## config.mk

```make
export PLATFORM = sky130hd
export DESIGN_NAME = shift_reg_tx_flat
export DESIGN_NICKNAME = d
export VERILOG_FILES = /design/src/rtl/shift_reg_pkg.sv /design/src/rtl/shift_reg_tx_if.sv /design/src/rtl/shift_reg_tx_bit_timer.sv /design/src/rtl/shift_reg_tx.sv /design/src/flat_wrapper.sv
export SDC_FILE = /design/constraint.sdc
export NUM_CORES = 1
export LEC_CHECK = 0
export CAP_MARGIN = 30
export CORE_AREA = 2 2 39 41
export DETAILED_ROUTE_END_ITERATION = 10
export DIE_AREA = 0 0 41 43
export PLACE_DENSITY = 0.65
export SETUP_SLACK_MARGIN = 0.4
export SYNTH_ARGS = -nofsm -noshare
export SYNTH_HDL_FRONTEND = slang
export SYNTH_SLANG_ARGS = --single-unit
```

## constraint.sdc

```tcl
create_clock -name clk -period 1.7 [get_ports clk]
set_clock_uncertainty 0.05 [all_clocks]
set_input_delay 0.34 -clock clk [delete_from_list [all_inputs] [get_ports clk]]
set_output_delay 0.34 -clock clk [all_outputs]
set_load 0.005 [all_outputs]
```

## src/rtl/shift_reg_pkg.sv

```systemverilog
// shift_reg_pkg: shared state encoding, default parameters and width helpers
// for the framed serial transmitter.
package shift_reg_pkg;

    typedef enum logic [1:0] {IDLE, START, DATA, STOP} state_e;

    localparam int DEF_WIDTH        = 4;
    localparam int DEF_CLKS_PER_BIT = 2;

    function automatic int clog2_min1(input int v);
        return (v > 1) ? $clog2(v) : 1;
    endfunction

    localparam int DEF_TIMER_W = clog2_min1(DEF_CLKS_PER_BIT);
    localparam int DEF_INDEX_W = clog2_min1(DEF_WIDTH);

endpackage

```

## src/rtl/shift_reg_tx_if.sv

```systemverilog
// shift_reg_tx_if: parallel load handshake and serial/status outputs of the
// transmitter; master drives the word, slave is the transmitter.
interface shift_reg_tx_if
    import shift_reg_pkg::*;
#(
    parameter int WIDTH = DEF_WIDTH
) ();

    logic [WIDTH-1:0] I;
    logic             load;
    logic             ready;
    logic             sout;
    logic             busy;
    logic             done;

    modport master (output I, load, input ready, sout, busy, done);
    modport slave  (input I, load, output ready, sout, busy, done);

endinterface

```

## src/rtl/shift_reg_tx_bit_timer.sv

```systemverilog
// bit_timer: free-running 0..CLKS_PER_BIT-1 counter, cleared on clr, with a
// tick on the last count of each bit period.
module bit_timer
    import shift_reg_pkg::*;
#(
    parameter int CLKS_PER_BIT = DEF_CLKS_PER_BIT
) (
    input  logic clk,
    input  logic rst,
    input  logic clr,
    output logic tick
);

    localparam int TW = clog2_min1(CLKS_PER_BIT);

    logic [TW-1:0] cnt_q, cnt_d;

    assign tick  = cnt_q == TW'(CLKS_PER_BIT - 1);
    assign cnt_d = (clr || tick) ? '0 : cnt_q + TW'(1);

    always_ff @(posedge clk) begin
        if (rst) cnt_q <= '0;
        else     cnt_q <= cnt_d;
    end

endmodule

```

## src/rtl/shift_reg_tx.sv

```systemverilog
// shift_reg_tx: parallel-in serial-out transmitter framing each word as
// start bit, LSB-first data, stop bit, each held CLKS_PER_BIT clocks.
module shift_reg_tx
    import shift_reg_pkg::*;
#(
    parameter int WIDTH        = DEF_WIDTH,
    parameter int CLKS_PER_BIT = DEF_CLKS_PER_BIT
) (
    input logic           clk,
    input logic           rst,
    shift_reg_tx_if.slave bus
);

    localparam int IW = clog2_min1(WIDTH);

    state_e           state_q, state_d;
    logic [WIDTH-1:0] shreg_q, shreg_d;
    logic [IW-1:0]    idx_q, idx_d;
    logic             sout_q, sout_d;
    logic             done_q, done_d;
    logic             tick, accept, shift;

    assign accept = (state_q == IDLE) && bus.load;
    assign shift  = (state_q == DATA) && tick;

    bit_timer #(.CLKS_PER_BIT(CLKS_PER_BIT)) u_timer (
        .clk  (clk),
        .rst  (rst),
        .clr  (accept),
        .tick (tick)
    );

    always_ff @(posedge clk) begin
        if (rst) state_q <= IDLE;
        else     state_q <= state_d;
    end

    always_comb begin
        state_d = state_q;
        case (state_q)
            IDLE:    state_d = bus.load ? START : IDLE;
            START:   state_d = tick ? DATA : START;
            DATA:    state_d = (tick && idx_q == IW'(WIDTH - 1)) ? STOP : DATA;
            STOP:    state_d = tick ? IDLE : STOP;
            default: state_d = IDLE;
        endcase
    end

    // sout is registered from the next state so each bit appears the cycle its state begins
    always_comb begin
        shreg_d = accept ? bus.I : shift ? (shreg_q >> 1) : shreg_q;
        idx_d   = (accept || state_q == START) ? '0 : shift ? idx_q + IW'(1) : idx_q;
        sout_d  = (state_d == START) ? 1'b0 : (state_d == DATA) ? shreg_d[0] : 1'b1;
        done_d  = (state_q == STOP) && tick;
    end

    always_ff @(posedge clk) begin
        if (rst) begin
            shreg_q <= '0;
            idx_q   <= '0;
            sout_q  <= 1'b1;
            done_q  <= 1'b0;
        end else begin
            shreg_q <= shreg_d;
            idx_q   <= idx_d;
            sout_q  <= sout_d;
            done_q  <= done_d;
        end
    end

    assign bus.ready = state_q == IDLE;
    assign bus.busy  = state_q != IDLE;
    assign bus.sout  = sout_q;
    assign bus.done  = done_q;

endmodule
```

## src/flat_wrapper.sv

```systemverilog
// flat-port wrapper written by rule: the top's interface ports become plain ports
module shift_reg_tx_flat import shift_reg_pkg::*;
#(
    parameter int WIDTH        = DEF_WIDTH,
    parameter int CLKS_PER_BIT = DEF_CLKS_PER_BIT
)
  (clk, rst, bus_I, bus_load, bus_ready, bus_sout, bus_busy, bus_done);
  shift_reg_tx_if #(.WIDTH(WIDTH)) bus_i ();
  input logic clk;
  input logic rst;
  input wire logic [$bits(bus_i.I)-1:0] bus_I;
  input wire logic [$bits(bus_i.load)-1:0] bus_load;
  output wire logic [$bits(bus_i.ready)-1:0] bus_ready;
  output wire logic [$bits(bus_i.sout)-1:0] bus_sout;
  output wire logic [$bits(bus_i.busy)-1:0] bus_busy;
  output wire logic [$bits(bus_i.done)-1:0] bus_done;
  assign bus_i.I = bus_I;
  assign bus_i.load = bus_load;
  assign bus_ready = bus_i.ready;
  assign bus_sout = bus_i.sout;
  assign bus_busy = bus_i.busy;
  assign bus_done = bus_i.done;
  shift_reg_tx #(.WIDTH(WIDTH), .CLKS_PER_BIT(CLKS_PER_BIT)) u_core (.clk(clk), .rst(rst), .bus(bus_i));
endmodule
```

==> impl_metrics.env <==
export IMPL_tightest_slew_ns=0.247
export IMPL_peakVddDrop_mv=0.364
export IMPL_clock_sinks=11
export IMPL_crit_required_ns=1.31
export IMPL_postSynthCellCount=61
export IMPL_tritoncts="done"
export IMPL_synthToLayoutAreaGrowth_pct=28.5
export IMPL_fmax_mhz=779
export IMPL_critPathKind="flip-flop to output port"
export IMPL_min_delay_path_class="flip-flop to flip-flop"
export IMPL_diodes=0
export IMPL_ys_ff_latch=11
export IMPL_drive_gt1_share_pct=27.6
export IMPL_critPathLaunchType="flip-flop"
export IMPL_drt_wl_total_um=1030
export IMPL_maxSlewHeadroom_pct=83.5
export IMPL_fp_dieW_um=41
export IMPL_post_drt_wl_per_cell_um=11.2
export IMPL_grt_setup_unrepaired="true"
export IMPL_die_area_mm2=0.00176
export IMPL_synth_avg_cell_area_um2=9.29
export IMPL_grt_pass1_vias=405
export IMPL_final_common_cell="dfxtp_1"
export IMPL_post_dp_hpwl_um=749
export IMPL_cp_arrival_ns=0.89
export IMPL_port_buffers=10
export IMPL_synth_seq_area_share_pct=38.9
export IMPL_fin_util_pct=52.6
export IMPL_overflow=0
export IMPL_place_gp_congestion=0.760
export IMPL_clock_latency_ns=0.27
export IMPL_vias=450
export IMPL_post_route_period_util_pct=75.5
export IMPL_num_nets_final=85
export IMPL_finalMaxSlewViolations=0
export IMPL_pin_count=11
export IMPL_gr_usage_all_layers_pct=13.9
export IMPL_timing_final_ws_setup_ns=0.417
export IMPL_p_leak_nw=0.344
export IMPL_yosys_cell_types_count=26
export IMPL_status="finished clean"
export IMPL_synth_nets=69
export IMPL_syn_cell_area_um2=567
export IMPL_grt_pass1_wl_um=1660
export IMPL_final_cell_mix="dfxtp_1, nor2_1, clkdlybuf4s50_1"
export IMPL_clockBufferDepth=2
export IMPL_std_cell_rows=14
export IMPL_initial_core_util_pct=41.0
export IMPL_drc_errors=0
export IMPL_cts_hold_buffers=0
export IMPL_final_antenna_net_count=0
export IMPL_crit_path_max_fanout=3
export IMPL_antenna_found_initial=0
export IMPL_setup_viol=0
export IMPL_pre_cts_slack_ns=0.204
export IMPL_p_per_area_mw_per_mm2=819
export IMPL_numCtsBuffers=3
export IMPL_power_mw=0.596
export IMPL_dr_pass1_iters=4
export IMPL_drtIter0Drc=13
export IMPL_worstSetupEndpointType="output port"
export IMPL_path_clk_slew_ns=0.07
export IMPL_finalHoldViolations=0
export IMPL_fp_dieH_um=43
export IMPL_nFillCells=138
export IMPL_tns_ns=0
export IMPL_min_period_ns=1.28
export IMPL_coreArea_mm2=0.00138
export IMPL_htreeDepth=1
export IMPL_max_cap_violations=0
export IMPL_cts_root_buffer="clkbuf_4"
export IMPL_via_per_inst=4.89
export IMPL_grt_max_degree=13
export IMPL_yosysWarnings=0
[worst max-delay path: stages (launching register included)]
cell and delay [ns]:
dfxtp_2 0.34, nor2_4 0.12, inv_1 0.04, buf_2 0.12
[flip-flops by register name, summed over array words and instances, names as in the netlist]
register             flops
u_core.shreg_q           4
u_core.idx_q             2
u_core.bus.sout          1
u_core.bus.done          1
u_core.state_q           2
u_core.u_timer.tick      1
[synthesized netlist by cell type (all sizes together)]
cell / number / area share [%]
o21bai: 2 / 2.6
nand3: 2 / 1.8
nor2: 8 / 5.7
a21oi: 4 / 3.5
mux2i: 3 / 5.3
buf: 3 / 5.3
o22a: 1 / 1.5
dfxtp: 11 / 39
ha: 1 / 2.2
nand2b: 3 / 3.3
nand3b: 1 / 3.5
and2: 1 / 1.1
a221oi: 1 / 2.6
xor2: 2 / 3.1
a211oi: 2 / 2.6
nor3b: 3 / 4.0
a21o: 1 / 1.3
nor3: 2 / 1.8
clkbuf: 1 / 0.66
inv: 3 / 2.0
a31oi: 1 / 2.2
a21bo: 1 / 1.8
nand2: 4 / 3.1
[path summary, 6_finish.rpt]
check                      end              start  depth (start not counted)  slack [ns]
min          u_core.shreg_q[3]  u_core.shreg_q[3]                          2        0.43
min reg2reg  u_core.shreg_q[3]  u_core.shreg_q[3]                          2        0.43
max                   bus_busy  u_core.state_q[1]                          3        0.42
max reg2reg    u_core.bus.sout  u_core.state_q[1]                          5        0.43
[through the flow]
| step | instances | area, µm² | hold slack [ns] |
|---|---|---|---|
| after floorplan | 61 | 567 | 0.397 |
| after global placement | 87 | 683 | 0.410 |
| after detailed placement | 87 | 683 | 0.419 |
| after CTS | 92 | 717 | 0.432 |
| after global routing | 92 | 728 | 0.467 |
| final | 92 | 728 | 0.430 |
[report_power, final]
part / leakage (nW) / switching [mW] / internal [mW] / total (mW)
logic: 0.237 / 0.0592 / 0.0711 / 0.130
clock network: 0.0150 / 0.0811 / 0.0908 / 0.172
registers: 0.0914 / 0.0165 / 0.278 / 0.294
total: 0.344 / 0.157 / 0.439 / 0.596
[layout make-up]
cell class	count	area, µm²	share of cell area [%]
Clock buffer	4	26.3	3.61
Multi-Input combinational cell	43	314	43.1
Sequential cell	11	224	30.8
Tap cell	16	20.0	2.75
Inverter	3	11.3	1.55
Timing Repair Buffer	15	133	18.2
[logic make-up (layout without fill, tap and decap cells)]
kind of cell | after synthesis | in the layout | share of synthesized area [%]
AND/OR/NAND/NOR | 24 | 24 | 24.3
AO/OA/AOI/OAI | 13 | 13 | 18.3
flip-flops | 11 | 11 | 38.9
buffers and inverters | 7 | 22 | 7.95
multiplexers | 3 | 3 | 5.30
XOR/XNOR | 2 | 2 | 3.09
adder cells (fa/ha/maj) | 1 | 1 | 2.21
[routing by layer]
layer | GRT usage, % | share of wire, %
met5 | 0 | 0
met4 | 10.0 | 2.6
met3 | 3.14 | 3.1
met2 | 18.1 | 44
met1 | 19.2 | 50
[repair_timing]
| item | CTS | global route |
|---|---|---|
| gates resized for setup | 11 | 6 |
| pin swaps | 1 | 0 |
| endpoints found under the setup margin | 5 | 3 |
| setup buffers | 1 | 0 |
Note: power is estimated with default switching activity, not from simulation.
==> variant 1 (same flow settings) <==
Change the package constant `DEF_WIDTH` from 4 to 3.
--- a/src/rtl/shift_reg_pkg.sv
+++ b/src/rtl/shift_reg_pkg.sv
@@ -4,7 +4,7 @@
 
     typedef enum logic [1:0] {IDLE, START, DATA, STOP} state_e;
 
-    localparam int DEF_WIDTH        = 4;
+    localparam int DEF_WIDTH        = 3;
     localparam int DEF_CLKS_PER_BIT = 2;
 
     function automatic int clog2_min1(input int v);
Ports: changed (resized bus_I); port bits go from 11 to 10. The function was not compared with the original's and may differ.
==> variant 1 against the unedited design <==
Total power grew 0.51%. Highest routed layer unchanged. Sequential cell count shrank 1. Fmax shrank 0.79%. Global-route usage shrank 0.30 points. Count of clock-buffer cells in the layout is the same. Hold slack lost 0.012 ns. Design area shrank 8.1%. Critical path depth is the same. Routed wire length shrank 8.9%. Register-to-register slack gained 0.02 ns. Area after synthesis shrank 11%. Worst setup slack lost 0.010 ns. Combinational power shrank 9%.
==> variant 1: results (changes against the unedited design) <==
Parameter                              Value

Global routing
  Gr usage total ... 0.136 (-0.00302)
  Vias in the first global route ... 379 (-6.4%)
  Met1 usage ... 0.176 (-0.0163)
  Fraction of met2 tracks used by global routing ... 0.178 (-0.00312)
  Pin count of the biggest net entering global routing ... 12 (-1)
  First-pass GRT wire length ... 1550 µm (-6.7%)

Power
  Leakage ... 0.000295 µW (-14%)
  Highest ir drop seen on vdd ... 0.404 mV (+11%)

Route
  Met2 wirelength from detailed routing ... 408 µm (-9.3%)
  Number of search-and-repair iterations in the first detailed-routing pass ... 2 (-2)
  Number of vias in the routed layout ... 423 (-6.0%)
  Met3 layer wire length in the routed design ... 24 µm (-25%)
  Wire length on met1 ... 464 µm (-11%)
  1st-iter DRT viols ... 1 (-12)

Worst setup path
  Register-to-Register Path Depth ... 4 (-1)
  R2R Path Start ... u_core.state_q[0]$_SDFF_PP0_
  Capture instance of the worst register-to-register path ... u_core.shreg_q[1]$_SDFFE_PP0P_
  Critical path endpoint ... bus_ready
  Largest fanout of any net on the critical path ... 2 (-1)
  FF-to-FF setup slack ... 0.45 ns (+0.02 ns)

Yosys
  Leading post-synthesis cells by instance count ... sky130_fd_sc_hd__dfxtp_1 (10), sky130_fd_sc_hd__nor2_1 (7), sky130_fd_sc_hd__a21oi_1 (5)
  Area fraction in compound gates after synthesis ... 0.210 (+0.0267)
  Adder-Cell Fraction of Synth Area ... 0.0247 (+0.00262)
  Post-synthesis share of cell area spent on xor and xnor gates ... 0.0346 (+0.00366)
  Portion of the post-synthesis area used by sequential elements ... 0.395 (+0.00654)
  Post-synthesis net count ... 65 (-5.8%)
  Top area cells in the synthesized netlist ... sky130_fd_sc_hd__dfxtp_1 (40%), sky130_fd_sc_hd__nor2_1 (5.2%), sky130_fd_sc_hd__a21oi_1 (4.9%)
  Library cells used by synthesis ... 28 (+7.7%)
  Proportion of synthesized area in mux cells ... 0.0198 (-0.0332)

Timing
  Finish-stage setup viols ... 0 (unchanged)
  Slew HR ... 0.799 (-0.0366)

Place
  IO buf count ... 9 (-1)
  Detailed placement HPWL ... 718 µm (-4.2%)
  Placed cell area ... 624 µm² (-8.6%)
  Gpl congestion ... 0.715 (-5.9%)

Clock tree
  Post-cts repair resize count ... 8 (-3)
  Number of buffers inserted by post-CTS setup repair ... 1 (unchanged)

Run status
  Run status ... finished, final reports clean

Finish
  Fraction of final layout cells sized beyond drive strength 1 ... 0.274 (-0.00234)
  Fin nets ... 81 (-4.7%)
  Registers with the most flip-flops ... u_core.shreg_q (3), u_core.idx_q (2), u_core.state_q (2)

Hold path
  Worst hold endpoint ... u_core.shreg_q[2]$_SDFFE_PP0P_
[variant 1: area by class of cell]
cell class / instances / area [µm²]
flip-flops and latches: 10 / 203
clock buffers: 4 / 36.3
well taps: 16 / 20.0
repair buffers: 14 / 121
fillers: 132 / 714
multi-input cells: 41 / 274
inverters: 4 / 15.0
[variant 1: metrics by stage]
step / hold slack, ns / utilization / worst slack (ns) / std cells
finish: 0.419 / 0.484 / 0.406 / 89
global route: 0.454 / 0.484 / 0.355 / 89
detailed placement: 0.412 / 0.451 / 0.140 / 84
global placement: 0.406 / 0.451 / 0.168 / 84
floorplan: 0.390 / - / 0.568 / 58
CTS: 0.422 / 0.477 / 0.262 / 89
[variant 1: power breakdown]
| part | internal, µW | switching (µW) | total (µW) |
|---|---|---|---|
| Clock | 130 | 85.7 | 216 |
| Sequential | 251 | 14.5 | 266 |
| Combinational | 64.3 | 53.9 | 118 |
==> variant 2 (same flow settings) <==
Without the edit above. Re-encode `state_e` (4 states) as one-hot, 4 bits wide.
--- a/src/rtl/shift_reg_pkg.sv
+++ b/src/rtl/shift_reg_pkg.sv
@@ -2,7 +2,7 @@
 // for the framed serial transmitter.
 package shift_reg_pkg;
 
-    typedef enum logic [1:0] {IDLE, START, DATA, STOP} state_e;
+    typedef enum logic [3:0] {IDLE = 4'b0001, START = 4'b0010, DATA = 4'b0100, STOP = 4'b1000} state_e;
 
     localparam int DEF_WIDTH        = 4;
     localparam int DEF_CLKS_PER_BIT = 2;
Formal check against the unedited RTL: same outputs for any inputs over 10 cycles, from zero or initial values and one cycle with rst high; not proved beyond that.
==> variant 2 against the unedited design <==
Register-to-register slack lost 0.18 ns. Design area grew 38%. Area after synthesis grew 13%. First-iteration DRC count shrank 23%. Worst setup slack lost 0.17 ns. Sequential share of layout area shrank 3.5 points. Critical endpoint is now u_core.bus.sout$_SDFF_PP1_. Count of clock-buffer cells in the layout is the same. Combinational power grew 16%. Total power grew 13%. Largest cell class unchanged. Highest routed layer unchanged. Routed wire length grew 45%. Sequential cell count grew 2.
==> variant 2: results (changes against the unedited design) <==
Parameter                              Value

Run status
  Run status ... finished, final reports clean

Worst setup path
  Critical path data arrival time ... 1.57 ns (+0.68 ns)
  FF-to-FF setup slack ... 0.25 ns (-0.18 ns)
  R2R Path Start ... u_core.state_q[0]$_SDFF_PP1_
  Register-to-Register Path Depth ... 6 (+1)
  Capture instance of the worst register-to-register path ... u_core.bus.sout$_SDFF_PP1_
  Setup CP Type ... reg -> reg
  Largest fanout of any net on the critical path ... 4 (+1)

Timing
  Hold slack ... 0.374 ns (-0.0558 ns)
  Pin slew with the least headroom to its limit ... 0.541 ns (+0.295 ns)

Yosys
  Proportion of register bits with asynchronous set or reset after synthesis ... 0 (unchanged)
  Post-synthesis net count ... 75 (+8.7%)
  Library cells used by synthesis ... 35 (+35%)
  Warnings from Yosys ... 0 (unchanged)
  Post-synthesis area per instance ... 9.60 µm² (+3.3%)
  Leading post-synthesis cells by instance count ... sky130_fd_sc_hd__dfxtp_1 (13), sky130_fd_sc_hd__nor2_1 (7), sky130_fd_sc_hd__nand2_1 (6)
  Portion of the post-synthesis area used by sequential elements ... 0.405 (+0.0161)
  Top area cells in the synthesized netlist ... sky130_fd_sc_hd__dfxtp_1 (40%), sky130_fd_sc_hd__nor2_1 (4.1%), sky130_fd_sc_hd__nand2_1 (3.5%)

Route
  Avg Vias per Cell ... 5.17 (+5.7%)
  Average wire per standard cell ... 13.2 µm (+18%)
  Number of vias in the routed layout ... 584 (+30%)
  Number of search-and-repair iterations in the first detailed-routing pass ... 4 (unchanged)
  1st-iter DRT viols ... 10 (-3)

Clock tree
  Root Driver ... sky130_fd_sc_hd__clkbuf_4
  Clock transition at the register clock pins on the worst setup and hold paths after CTS ... 0.08 ns
  Number of buffers created by CTS ... 3 (unchanged)
  Skew-Pair Late Insertion Delay ... 0.27 ns (about the same)
  Level count of the clock H-tree ... 1 (unchanged)
  Maximum root-to-sink buffer count ... 2 (unchanged)

Hold path
  Start point of the worst min-delay path ... u_core.u_timer.tick$_SDFF_PP0_
  Worst hold endpoint ... u_core.u_timer.tick$_SDFF_PP0_
  Classification of the worst-slack hold path ... reg -> reg
  Hold path cells ... 1 (-1)

Place
  IO buf count ... 10 (unchanged)
  Detailed placement HPWL ... 918 µm (+23%)
  Placed cell area ... 791 µm² (+16%)
  Gpl congestion ... 0.732 (-3.7%)
  Placed cell count ... 95 (+9.2%)

Global routing
  Pin count of the biggest net entering global routing ... 13 (unchanged)
  Global-route congestion overflow total ... 0 (unchanged)
  Gr usage total ... 0.207 (+0.0682)
  Vias in the first global route ... 546 (+35%)
  First-pass GRT wire length ... 2400 µm (+45%)
  Antenna violations before repair ... 0 (unchanged)

Power
  Leakage ... 0.000403 µW (+17%)
  Highest ir drop seen on vdd ... 0.470 mV (+29%)

Finish
  Registers with the most flip-flops ... u_core.shreg_q (4), u_core.state_q (4), u_core.idx_q (2)
  Final antenna diode count ... 0 (unchanged)
  Fraction of final layout cells sized beyond drive strength 1 ... 0.515 (+0.239)
  Fill cell total of the finished layout ... 112 (-19%)
  Fin nets ... 106 (+25%)
variant 2: cell type report:
type / count / share of cell area
flip-flops and latches: 13 / 0.273
repair buffers: 29 / 0.255
well taps: 16 / 0.0199
inverters: 2 / 0.0112
multi-input cells: 49 / 0.415
clock buffers: 4 / 0.0262
variant 2: how the worst max path moves through the flow:
stage	endpoint	slack [ns]	cells after the start
after floorplan	u_core.bus.sout$_SDFF_PP1_	0.32	6
after global placement	u_core.bus.sout$_SDFF_PP1_	-0.004	6
after detailed placement	u_core.bus.sout$_SDFF_PP1_	-0.02	6
after CTS	u_core.bus.sout$_SDFF_PP1_	0.22	6
after global routing	u_core.bus.sout$_SDFF_PP1_	0.18	6
final	u_core.bus.sout$_SDFF_PP1_	0.25	6
variant 2: metal layers:
layer / global-route usage / vias to the layer above / share of wire
li1: - / 300 / -
met1: 0.250 / 271 / 0.43
met2: 0.328 / 9 / 0.52
met3: 0.0314 / 4 / 0.026
met4: 0.120 / 0 / 0.023
met5: 0 / - / 0
variant 2: critical path, cell delays in order (launching register included):
cell	delay [ns]
sky130_fd_sc_hd__dfxtp_4	0.36
sky130_fd_sc_hd__buf_6	0.13
sky130_fd_sc_hd__nand2b_1	0.16
sky130_fd_sc_hd__nor3_1	0.26
sky130_fd_sc_hd__nor2_1	0.07
sky130_fd_sc_hd__a21o_1	0.18
sky130_fd_sc_hd__nand2b_1	0.13
variant 2: power by group:
group / internal [µW] / switching (µW) / leakage, µW / total, µW
Combinational: 85.8 / 65.4 / 0.000279 / 151
Clock: 91.0 / 99.6 / 0.0000150 / 191
Sequential: 319 / 10.2 / 0.000109 / 329
Total: 496 / 175 / 0.000403 / 671
variant 2: repair_timing:
action,CTS,global route
resized for setup,20,17
endpoints found under the setup margin,11,12
buffers inserted,11,3
pin swaps,6,10
variant 2: cell families (layout without fill, tap and decap cells):
kind of cell,count (synthesis),after routing,share of synthesized area
xor+xnor,1,1,0.0136
buf+inv,5,35,0.0467
fa+ha+maj,1,1,0.0195
simple gates,32,32,0.305
compound gates,13,13,0.171
mux,2,2,0.0389
flops,13,13,0.405
variant 2: stage by stage:
stage	utilization	worst slack [ns]	TNS, ns
final	0.726	0.246	0
after global routing	0.726	0.184	0
after CTS	0.666	0.219	0
after detailed placement	0.571	-0.0247	-0.0247
after global placement	0.571	-0.00388	-0.00388
after floorplan	-	0.319	0
